--- src/rtl/seq_monitor.sv ---
// Sequence monitor for the 7-state SR counter: hunts, syncs and locks onto the code sequence, flags errors and wraps.
// Optional wrap counter is compiled in with SEQ_MONITOR_WRAP_CNT_EN; all outputs are registered one clock after the sample.
module seq_monitor (
  input  logic       clk,
  input  logic       reset,
  input  logic [2:0] code,
  input  logic       code_valid,
  output logic [2:0] pos,
  output logic       locked,
  output logic       err,
  output logic       wrap,
  output logic [3:0] err_cnt,
  output logic [7:0] wrap_cnt
);

  localparam logic [1:0] HUNT   = 2'd0;
  localparam logic [1:0] SYNC   = 2'd1;
  localparam logic [1:0] LOCKED = 2'd2;
  localparam logic [1:0] ERR    = 2'd3;

  logic [1:0] state, nxt_state;
  logic [2:0] prev, nxt_prev;
  logic [1:0] match, nxt_match;
  logic [2:0] idx;
  logic       legal;
  logic [2:0] succ;
  logic       is_succ;
  logic       do_err;
  logic       do_wrap;

  always_comb begin
    legal = 1'b1;
    idx   = 3'd7;
    case (code)
      3'b000:  idx = 3'd0;
      3'b111:  idx = 3'd1;
      3'b110:  idx = 3'd2;
      3'b101:  idx = 3'd3;
      3'b001:  idx = 3'd4;
      3'b010:  idx = 3'd5;
      3'b011:  idx = 3'd6;
      default: legal = 1'b0;
    endcase
  end

  // A repeated index is never a successor, so it naturally breaks sync/lock.
  assign succ    = (prev == 3'd6) ? 3'd0 : prev + 3'd1;
  assign is_succ = legal && (idx == succ);

  always_comb begin
    nxt_state = state;
    nxt_prev  = prev;
    nxt_match = match;
    do_err    = 1'b0;
    do_wrap   = 1'b0;
    case (state)
      HUNT: begin
        if (legal) begin
          nxt_state = SYNC;
          nxt_prev  = idx;
          nxt_match = 2'd0;
        end
      end
      SYNC: begin
        if (!legal) begin
          nxt_state = HUNT;
        end else begin
          nxt_prev = idx;
          if (is_succ) begin
            nxt_match = match + 2'd1;
            if (match == 2'd2) nxt_state = LOCKED;
          end else begin
            nxt_match = 2'd0;
          end
        end
      end
      LOCKED: begin
        if (legal) nxt_prev = idx;
        if (is_succ) begin
          do_wrap = (prev == 3'd6);
        end else begin
          nxt_state = ERR;
          do_err    = 1'b1;
        end
      end
      default: begin
        if (legal) begin
          nxt_state = SYNC;
          nxt_prev  = idx;
          nxt_match = 2'd0;
        end else begin
          nxt_state = HUNT;
        end
      end
    endcase
  end

  always_ff @(posedge clk or posedge reset) begin
    if (reset) begin
      state   <= HUNT;
      prev    <= 3'd0;
      match   <= 2'd0;
      pos     <= 3'd0;
      locked  <= 1'b0;
      err     <= 1'b0;
      wrap    <= 1'b0;
      err_cnt <= 4'd0;
    end else if (code_valid) begin
      state   <= nxt_state;
      prev    <= nxt_prev;
      match   <= nxt_match;
      pos     <= idx;
      locked  <= (nxt_state == LOCKED);
      err     <= (nxt_state == ERR);
      wrap    <= do_wrap;
      if (do_err && (err_cnt != 4'd15)) err_cnt <= err_cnt + 4'd1;
    end else begin
      wrap <= 1'b0;
    end
  end

`ifdef SEQ_MONITOR_WRAP_CNT_EN
  logic [7:0] wrap_cnt_q;

  always_ff @(posedge clk or posedge reset) begin
    if (reset) begin
      wrap_cnt_q <= 8'd0;
    end else if (code_valid && do_wrap && (wrap_cnt_q != 8'd255)) begin
      wrap_cnt_q <= wrap_cnt_q + 8'd1;
    end
  end

  assign wrap_cnt = wrap_cnt_q;
`else
  assign wrap_cnt = 8'd0;
`endif

endmodule

--- config.mk ---
export PLATFORM = sky130hd
export DESIGN_NAME = seq_monitor
export DESIGN_NICKNAME = d
export VERILOG_FILES = /design/src/rtl/seq_monitor.sv
export SDC_FILE = /design/constraint.sdc
export NUM_CORES = 1
export LEC_CHECK = 0
export ABC_CLOCK_PERIOD_IN_PS = 1700
export CAP_MARGIN = 10
export CORE_ASPECT_RATIO = 1.5
export CORE_UTILIZATION = 43
export DETAILED_ROUTE_END_ITERATION = 10
export GPL_TIMING_DRIVEN = 0
export PLACE_DENSITY = 0.71
export REMOVE_ABC_BUFFERS = 1
export SYNTH_ARGS = -nofsm -noshare
export SYNTH_HDL_FRONTEND = slang
export SYNTH_SLANG_ARGS = --single-unit
--- constraint.sdc ---
create_clock -name clk -period 1.7 [get_ports clk]
set_input_delay 0.34 -clock clk [delete_from_list [all_inputs] [get_ports clk]]
set_output_delay 0.34 -clock clk [all_outputs]
set_load 0.1 [all_outputs]
==> flow_summary_export.csv, run 1 <==
group,metric,value,unit
pwr,fin_total_pwr,1.021,mW
sta,worst_slew_pin_slew,0.6457,ns
yosys,synth_ff_type,"dfrtp_1",
sta,min_period_over_period,1.040,
critical_path,crit_required,1.92,ns
layout,drive_gt1_frac,0.2927,
pwr,vdd_drop_max,0.6440,mV
critical_path,cp-start-kind,"flip-flop",
hold_path,hp-class,"in2async",
floorplan,coreArea,2207,um2
global_routing,grt_use_total,0.1762,
status,violations,"negative setup slack",
detailed_routing,drc,0,
pwr,p_leak,0.5500,nW
layout,antenna_cells,0,
yosys,muxShareOfSynthArea,0.04408,
clock_tree,path_clk_slew,0.10,ns
floorplan,num_rows,21,
yosys,async_reset_ff_frac,1.000,
clock_tree,clock-sinks,17,
layout,area_growth,24.18,%
clock_tree,cts-root-buf,"clkbuf_4",
global_routing,grt_overflow,0,
critical_path,r2r_slack,-0.07,ns
detailed_routing,viasPerCell,5.377,
sta,hold_slack,0.4348,ns
sta,slew_headroom,0.5691,
sta,skew,0.004714,ns
sta,setup_viol,3,
yosys,synth-adder-area-share,0.02519,
sta,fmax,565.8,MHz
placed_design,io_buffers,15,
global_routing,grt_use_met1,0.2105,
yosys,synth_seq_area_share,0.4282,
detailed_routing,ant_nets,0,
floorplan,start_util,0.4501,
sta,fin_setup_tns,-0.1362,ns
floorplan,ios,24,
yosys,syn_avg_cell_area,9.645,um2
global_routing,grt_max_degree,18,
placed_design,dp_hpwl,1342,um
detailed_routing,drt_iter0_markers,28,
sta,finalHoldViolations,0,
yosys,yosysTopAreaCellShare,0.4282,
status,outcome,"finished with violations",
critical_path,path_max_fanout,6,
layout,final_cells,146,
yosys,synth_largest_area_cell,"dfrtp_1",
yosys,syn_inst,103,
detailed_routing,vias,785,
sta,maxSlewViolCount,0,
global_routing,grtUsageMet2,0.2902,
clock_tree,clk_latency,0.28,ns
global_routing,grt_use_met3,0.01099,
floorplan,fp.dieH,60.87,um
yosys,synth_xor_area_frac,0.06171,
yosys,ys_types,37,
yosys,synth_top_family_by_area,"compound AO/OA/AOI/OAI gates",
placed_design,place_congestion,0.7574,
placed_design,place_inst,136,
yosys,synth_simple_gate_area_share,0.1461,
global_routing,grt_pass1_wl,3015,um
global_routing,busiest_layer,"met2",
yosys,ys_warn_count,0,
layout,layout_common_cells,"dfrtp_1, clkdlybuf4s15_2, nand2_1, conb_1",
critical_path,critPathKind,"reg2reg",
layout,final_common_cell,"dfrtp_1",
sta,rsz0062_at_grt,"yes",
clock_tree,cts_inserted_buffers,3,
yosys,synth_area_leaders,"dfrtp_1, buf_4, xnor2_1, nand2_1, o21ai_0",
detailed_routing,dr.pass1.iters,4,
clock_tree,clk_path_buf_depth,2,
yosys,synth-compound-area-share,0.1763,
pwr,powerDensity,827.3,nW/um2
global_routing,grt_pass1_vias,710,
sta,fin_crit,1.768,ns
sta,setup_slack,-0.06752,ns
yosys,synth_edf_count,0,
clock_tree,htree_levels,1,
layout,nNetsFinal,132,
detailed_routing,routed_wl,1862,um
global_routing,antenna_found_initial,0,
yosys,ys_seq_elements,17,
critical_path,crit_path_end_kind,"flip-flop",
floorplan,die_area,2511,um2
detailed_routing,routedWlPerCell,12.75,um
clock_tree,cts_tree,"done",
yosys,syn_area,993.5,um2
run,cap_violations,0,
floorplan,dieWidth,41.25,um
critical_path,arrival,1.99,ns
## layout make-up
type	instances	area [um2]
clock buffer	4	26.28
fill	215	973.4
inverter	7	26.28
multi-input combinational	74	513.0
sequential	17	426.7
tap	23	28.78
timing repair buffer	21	212.7
## Yosys cell counts, drive strengths merged (3+ instances only)
cell type  number
buf            11
dfrtp          17
inv             7
mux2            3
nand2          10
nand2b          3
nand3           3
nor2            6
o21ai           9
o22ai           3
xnor2           5
## sequential cells by signal, summed over array words and instances (netlist names)
register  count
err           1
pos           3
prev          3
wrap          1
locked        1
match         2
err_cnt       4
state         2
## cells by family (layout without fill, tap and decap cells)
kind of cell               after synthesis  count (layout)
adders and majority gates                2               2
muxes                                    4               4
xor gates and xnor gates                 7               7
AOI/OAI and AO/OA                       24              24
and+or+nand+nor                         29              29
DFF                                     17              17
buffers and inverters                   19              32
other                                    1               8
## worst max-delay path, cell delays in order, from the launching register on
cell and delay [ns]:
dfrtp_2 0.45, xor2_1 0.17, mux2i_1 0.28, a22oi_2 0.14
or4b_4 0.55, o21ai_2 0.12
## repair_timing
action,in CTS,in global routing
resized for setup,41,7
buffers inserted,4,2
pin swaps,3,4
endpoints found under the setup margin,21,7
hold buffers,0,0
## where the power goes
| part | switching [mW] | internal [mW] | total, mW |
|---|---|---|---|
| clock network | 0.121 | 0.0910 | 0.212 |
| registers | 0.0271 | 0.432 | 0.459 |
| logic | 0.257 | 0.0930 | 0.350 |
## through the flow
stage / cell area, um2 / utilization / setup WS [ns]
CTS: 1195 / 0.5414 / -0.06143
finish: 1234 / 0.5590 / -0.06752
global placement: 1111 / 0.5034 / -0.7070
detailed placement: 1111 / 0.5034 / -0.7166
global route: 1234 / 0.5590 / -0.1320
floorplan: 932.1 / - / -0.3116
## path summary, 6_finish.rpt
path | start | end | cells past startpoint
max in group asynchronous | reset | prev[0] | 2
min in group clk | code[1] | pos[0] | 3
worst min register to register | match[0] | match[0] | 1
worst max-delay path | prev[0] | match[1] | 5
worst min-delay path | reset | err | 2
worst max register to register | prev[0] | match[1] | 5
## layer usage
| layer | routed length [um] | vias up |
|---|---|---|
| met4 | 39 | 0 |
| li1 | - | 380 |
| met5 | 0 | - |
| met3 | 52 | 4 |
| met1 | 733 | 384 |
| met2 | 1037 | 17 |
Note: power is estimated with default switching activity, not from simulation.
==> inputs of run 2 (changes only) <==
--- a/config.mk
+++ b/config.mk
@@ -7,7 +7,7 @@
 export LEC_CHECK = 0
 export ABC_CLOCK_PERIOD_IN_PS = 1700
 export CAP_MARGIN = 10
-export CORE_ASPECT_RATIO = 1.5
+export CORE_MARGIN = 2
 export CORE_UTILIZATION = 43
 export DETAILED_ROUTE_END_ITERATION = 10
 export GPL_TIMING_DRIVEN = 0
==> run 2 against run 1 <==
The flow still finishes with violations (negative setup slack). Final area decreased by 1.4%. Largest cell class unchanged. Non-clock buffer count decreased by 2. Hold slack got worse by 0.030 ns. Critical path depth increased by 1. Global-route usage decreased by 2.9 points. Critical endpoint is now state[0]. Flip-flop and latch count unchanged. First-iteration DRC count decreased by 68%. Clock power increased by 4%. Clock skew decreased by 0.0033 ns. Maximum frequency decreased by 3.0%. Combinational power about the same.
==> flow_summary_export.csv, run 2 (synthesis gave the netlist of run 1 again) <==
group,metric,value,unit
status,outcome,"finished with violations",
status,violations,"negative setup slack",
detailed_routing,ant_nets,0,
global_routing,grt_use_total,0.1469,
run,cap_violations,0,
layout,area_growth,22.42,%
critical_path,max_stage_delay,0.47,ns
detailed_routing,routedWlPerCell,12.27,um
sta,skew,0.001389,ns
critical_path,crit_path_end_kind,"flip-flop",
sta,min_period_over_period,1.072,
sta,setup_slack,-0.1228,ns
floorplan,start_util,0.4535,
clock_tree,cts_inserted_buffers,3,
global_routing,grt_pass1_wl,3001,um
detailed_routing,vias,773,
critical_path,arrival,2.01,ns
clock_tree,clk_latency,0.30,ns
global_routing,grt_max_degree,18,
layout,regMostFlops,"err_cnt",
sta,worst_slew_pin_slew,0.6226,ns
clock_tree,clock-sinks,17,
critical_path,cp-start-kind,"flip-flop",
pwr,fin_total_pwr,1.030,mW
detailed_routing,viasPerCell,5.188,
floorplan,die_area,2711,um2
layout,layout_common_cells,"dfrtp_1, nand2_1, clkdlybuf4s15_2, conb_1, inv_1",
critical_path,r2r_slack,-0.12,ns
critical_path,crit_slowest_cell,"dfrtp_2",
placed_design,place_area,1117,um2
pwr,powerDensity,847.0,nW/um2
layout,largest_reg_flops,4,
sta,fmax,548.6,MHz
placed_design,place_congestion,0.7651,
detailed_routing,dr.pass1.iters,3,
detailed_routing,drt_iter0_markers,9,
layout,antenna_cells,0,
placed_design,dp_hpwl,1308,um
layout,final_cells,149,
critical_path,crit_chain,"xor2_2, mux2i_2, a22oi_2, buf_4, o211a_1, mux2_4",
layout,design_area,1216,um2
clock_tree,path_clk_slew,0.10,ns
placed_design,place_inst,141,
detailed_routing,routed_wl,1828,um
clock_tree,cts_tree,"done",
sta,rsz0062_at_grt,"yes",
floorplan,coreArea,2191,um2
hold_path,hp-class,"in2async",
floorplan,num_rows,17,
pwr,vdd_drop_max,0.7145,mV
sta,maxSlewViolCount,0,
clock_tree,clk_path_buf_depth,2,
sta,slew_headroom,0.5845,
sta,hold_slack,0.4044,ns
global_routing,grt_overflow,0,
floorplan,ios,24,
global_routing,antenna_found_initial,0,
clock_tree,cts-root-buf,"clkbuf_4",
critical_path,r2r_cells,6,
layout,nNetsFinal,130,
pwr,p_leak,0.5409,nW
global_routing,grt_pass1_vias,694,
layout,drive_gt1_frac,0.2975,
sta,finalHoldViolations,0,
detailed_routing,drc,0,
layout,final_common_cell,"dfrtp_1",
sta,setup_viol,4,
floorplan,fp.dieH,52.07,um
floorplan,dieWidth,52.07,um
placed_design,dp_slack,-0.7280,ns
layout,reg_top3,"err_cnt: 4 flops, pos: 3 flops, prev: 3 flops",
placed_design,io_buffers,15,
critical_path,critPathKind,"reg2reg",
clock_tree,htree_levels,1,
critical_path,crit_required,1.89,ns
critical_path,path_max_fanout,7,
sta,fin_crit,1.823,ns
-- run 2: cell types whose count changed in the layout (fill, tap and decap cells not counted), sizes merged --
| cell | previous run | this run |
|---|---|---|
| buf | 6 | 4 |
| dlymetal6s2s | 1 | 0 |
| clkinv | 0 | 1 |
| clkdlybuf4s15 | 13 | 10 |
| clkdlybuf4s50 | 1 | 2 |
| clkbuf | 4 | 6 |
-- run 2: what timing repair did --
action                                  in CTS  in global routing
hold buffers                                 0                  0
pin swaps                                    1                  5
gates resized for setup                     35                 13
endpoints found under the setup margin      21                 10
buffers inserted                             2                  4
-- run 2: layout make-up --
| type | count | area (um2) |
|---|---|---|
| Fill cell | 196 | 974.7 |
| Multi-Input combinational cell | 74 | 523.0 |
| Timing Repair Buffer | 19 | 177.7 |
| Clock inverter | 1 | 5.005 |
| Sequential cell | 17 | 426.7 |
| Tap cell | 28 | 35.03 |
| Inverter | 7 | 26.28 |
| Clock buffer | 3 | 22.52 |
-- run 2: per-stage QoR --
step                        util  TNS, ns
after detailed placement  0.5100   -7.439
after global placement    0.5100   -6.825
after floorplan                -  -0.6270
after global routing      0.5551  -0.8478
final                     0.5551  -0.4309
after CTS                 0.5357  -0.4397
-- run 2: critical path: cells and delay by family (launching register included) --
family | cells | cell delay (ns)
muxes | 2 | 0.54
DFF | 1 | 0.47
AOI/OAI and AO/OA | 2 | 0.36
xor gates and xnor gates | 1 | 0.17
buffers and inverters | 1 | 0.17
-- run 2: where the power goes --
part | switching, mW | internal (mW)
Sequential | 0.0276 | 0.432
Clock | 0.134 | 0.0877
Combinational | 0.258 | 0.0916
Total | 0.419 | 0.611
-- run 2: path summary, 6_finish.rpt --
kind / to / startpoint
worst max register to register: state[0] / prev[0]
worst min-delay path: pos[1] / reset
min in group clk: pos[0] / code[2]
worst max-delay path: state[0] / prev[0]
max in group asynchronous: prev[0] / reset
worst min register to register: match[0] / match[0]
-- run 2: metal layers --
| metal | up-vias | part of all wire | global-route usage |
|---|---|---|---|
| li1 | 378 | - | - |
| met4 | 0 | 0.014 | 0.06140 |
| met1 | 373 | 0.46 | 0.1974 |
| met3 | 5 | 0.038 | 0.02011 |
| met5 | - | 0 | 0 |
| met2 | 17 | 0.49 | 0.2363 |
==> inputs of run 3 (changes only) <==
--- a/config.mk
+++ b/config.mk
@@ -5,10 +5,10 @@
 export SDC_FILE = /design/constraint.sdc
 export NUM_CORES = 1
 export LEC_CHECK = 0
-export ABC_CLOCK_PERIOD_IN_PS = 1700
+export ABC_CLOCK_PERIOD_IN_PS = 2300
 export CAP_MARGIN = 10
 export CORE_MARGIN = 2
-export CORE_UTILIZATION = 43
+export CORE_UTILIZATION = 45
 export DETAILED_ROUTE_END_ITERATION = 10
 export GPL_TIMING_DRIVEN = 0
 export PLACE_DENSITY = 0.71
==> constraint.sdc (replaced) <==
create_clock -name clk -period 2.3 [get_ports clk]
set_input_delay 0.46 -clock clk [delete_from_list [all_inputs] [get_ports clk]]
set_output_delay 0.46 -clock clk [all_outputs]
set_load 0.1 [all_outputs]
==> run 3 against run 2 <==
Via count decreased by 3.4%. Count of clock-buffer cells in the layout increased by 1. Clock power decreased by 28%. Routed wire length decreased by 7.7%. The flow now finishes without violations. Register-to-register slack improved by 0.56 ns. Largest power group unchanged. Final area decreased by 5.6%. Clock skew increased by 0.0048 ns. Global-route usage decreased by 0.41 points. Power decreased by 28%.
==> flow_summary_export.csv, run 3 (synthesis gave the netlist of run 1 again) <==
group,metric,value,unit
status,outcome,"finished, final reports clean",
critical_path,crit_path_end_kind,"primary output",
layout,final_common_cell,"dfrtp_1",
critical_path,cpLargestDelayFamily,"buffers and inverters",
global_routing,grt_overflow,0,
floorplan,dieWidth,50.99,um
critical_path,critPathBufInv,1,
detailed_routing,ant_nets,0,
layout,drive_gt1_frac,0.09322,
pwr,p_leak,0.5282,nW
sta,fin_crit,2.250,ns
detailed_routing,drt_iter0_markers,16,
floorplan,num_rows,17,
detailed_routing,routed_wl,1688,um
detailed_routing,vias,747,
sta,slew_headroom,0.3523,
placed_design,io_buffers,15,
clock_tree,clock-sinks,17,
sta,fmax,444.4,MHz
global_routing,grt_pass1_wl,2884,um
detailed_routing,routedWlPerCell,11.56,um
layout,reg_top3,"err_cnt: 4 flops, pos: 3 flops, prev: 3 flops",
clock_tree,cts_inserted_buffers,3,
critical_path,path_max_fanout,2,
layout,final_cells,146,
sta,rsz0062_at_grt,"no",
critical_path,critPathKind,"reg2out",
placed_design,dp_slack,-0.2300,ns
sta,skew,0.006188,ns
global_routing,antenna_found_initial,0,
clock_tree,clk_latency,0.29,ns
floorplan,coreArea,2148,um2
critical_path,crit_slowest_cell,"clkdlybuf4s50_1",
floorplan,die_area,2599,um2
sta,finalHoldViolations,0,
clock_tree,clk_path_buf_depth,2,
layout,antenna_cells,0,
global_routing,grt_pass1_vias,714,
layout,layout_common_cells,"dfrtp_1, nand2_1, clkdlybuf4s50_1, conb_1, inv_1",
clock_tree,holdBufCountCts,0,
critical_path,cp-start-kind,"flip-flop",
floorplan,fp.dieH,50.99,um
clock_tree,cts_tree,"done",
clock_tree,path_clk_slew,0.10,ns
clock_tree,htree_levels,1,
critical_path,crit_chain,"clkdlybuf4s50_1",
floorplan,start_util,0.4624,
pwr,vdd_drop_max,0.4090,mV
clock_tree,cts-root-buf,"clkbuf_4",
detailed_routing,viasPerCell,5.116,
layout,final_util,0.5347,
detailed_routing,drc,0,
critical_path,max_stage_delay,1.13,ns
sta,min_period_over_period,0.9783,
detailed_routing,dr.pass1.iters,4,
pwr,powerDensity,644.8,nW/um2
global_routing,grt_max_degree,18,
layout,nNetsFinal,127,
layout,regMostFlops,"err_cnt",
placed_design,dp_hpwl,1306,um
placed_design,place_congestion,0.7886,
layout,multi_input_area,480.5,um2
layout,largest_reg_flops,4,
global_routing,grt_use_total,0.1428,
pwr,fin_total_pwr,740.6,uW
critical_path,crit_required,1.84,ns
layout,area_growth,15.62,%
layout,fillers,210,
sta,worst_slew_pin_slew,0.9685,ns
floorplan,ios,24,
layout,regArea,425.4,um2
placed_design,place_inst,141,
sta,setup_slack,0.04986,ns
sta,setup_viol,0,
run,cap_violations,0,
critical_path,arrival,1.79,ns
sta,maxSlewViolCount,0,
hold_path,hp-class,"reg2reg",
[run 3: changes by cell type in the layout (fill, tap and decap cells not counted), sizes merged]
cell,delta
clkdlybuf4s15,-10
clkdlybuf4s50,+8
dlymetal6s2s,+1
buf,-3
clkinv,-1
dlygate4sd2,+4
clkbuf,-2
[run 3: metrics by stage]
| step | cell area, um2 | setup TNS (ns) | hold WS, ns |
|---|---|---|---|
| 6_report | 1149 | 0 | 0.4824 |
| 5_1_grt | 1149 | 0 | 0.5295 |
| 4_1_cts | 1139 | 0 | 0.4938 |
| 3_5_place_dp | 1117 | -0.9138 | 0.4809 |
| 3_3_place_gp | 1117 | -0.6912 | 0.4613 |
| 2_1_floorplan | 932.1 | 0 | 0.3861 |
[run 3: repair_timing]
action                                  in CTS  in global routing
hold endpoints to repair                     0                  0
endpoints found under the setup margin       4                  3
buffers inserted                             0                  1
resized for setup                            4                  1
cloned                                       0                  0
pin swaps                                    0                  1
[run 3: path summary, 6_finish.rpt]
check | start | end | slack [ns] | cells after the start
worst min-delay path | match[0] | match[0] | 0.48 | 1
worst max-delay path | pos[0] | pos[0] | 0.05 | 1
worst max register to register | prev[0] | state[0] | 0.44 | 6
worst min register to register | match[0] | match[0] | 0.48 | 1
min in group asynchronous | reset | pos[1] | 0.54 | 2
max in group asynchronous | reset | err | 1.35 | 2
[run 3: where the power goes]
part	leakage (nW)	internal (mW)	switching [mW]
combinational	0.294	0.0589	0.186
sequential	0.219	0.319	0.0181
clock	0.0150	0.0675	0.0919
total	0.528	0.445	0.296
[run 3: cell type report]
type / count / share of cell area
multi-input combinational: 74 / 0.4183
sequential: 17 / 0.3704
timing repair buffer: 16 / 0.1351
tap: 28 / 0.03050
clock buffer: 4 / 0.02288
inverter: 7 / 0.02288
[run 3: metal layers]
metal / global-route usage / share of wire / vias up
met5: 0 / 0 / -
met4: 0.05405 / 0.017 / 0
met3: 0.01754 / 0.027 / 5
met2: 0.2424 / 0.49 / 16
met1: 0.1853 / 0.47 / 354
li1: - / - / 372
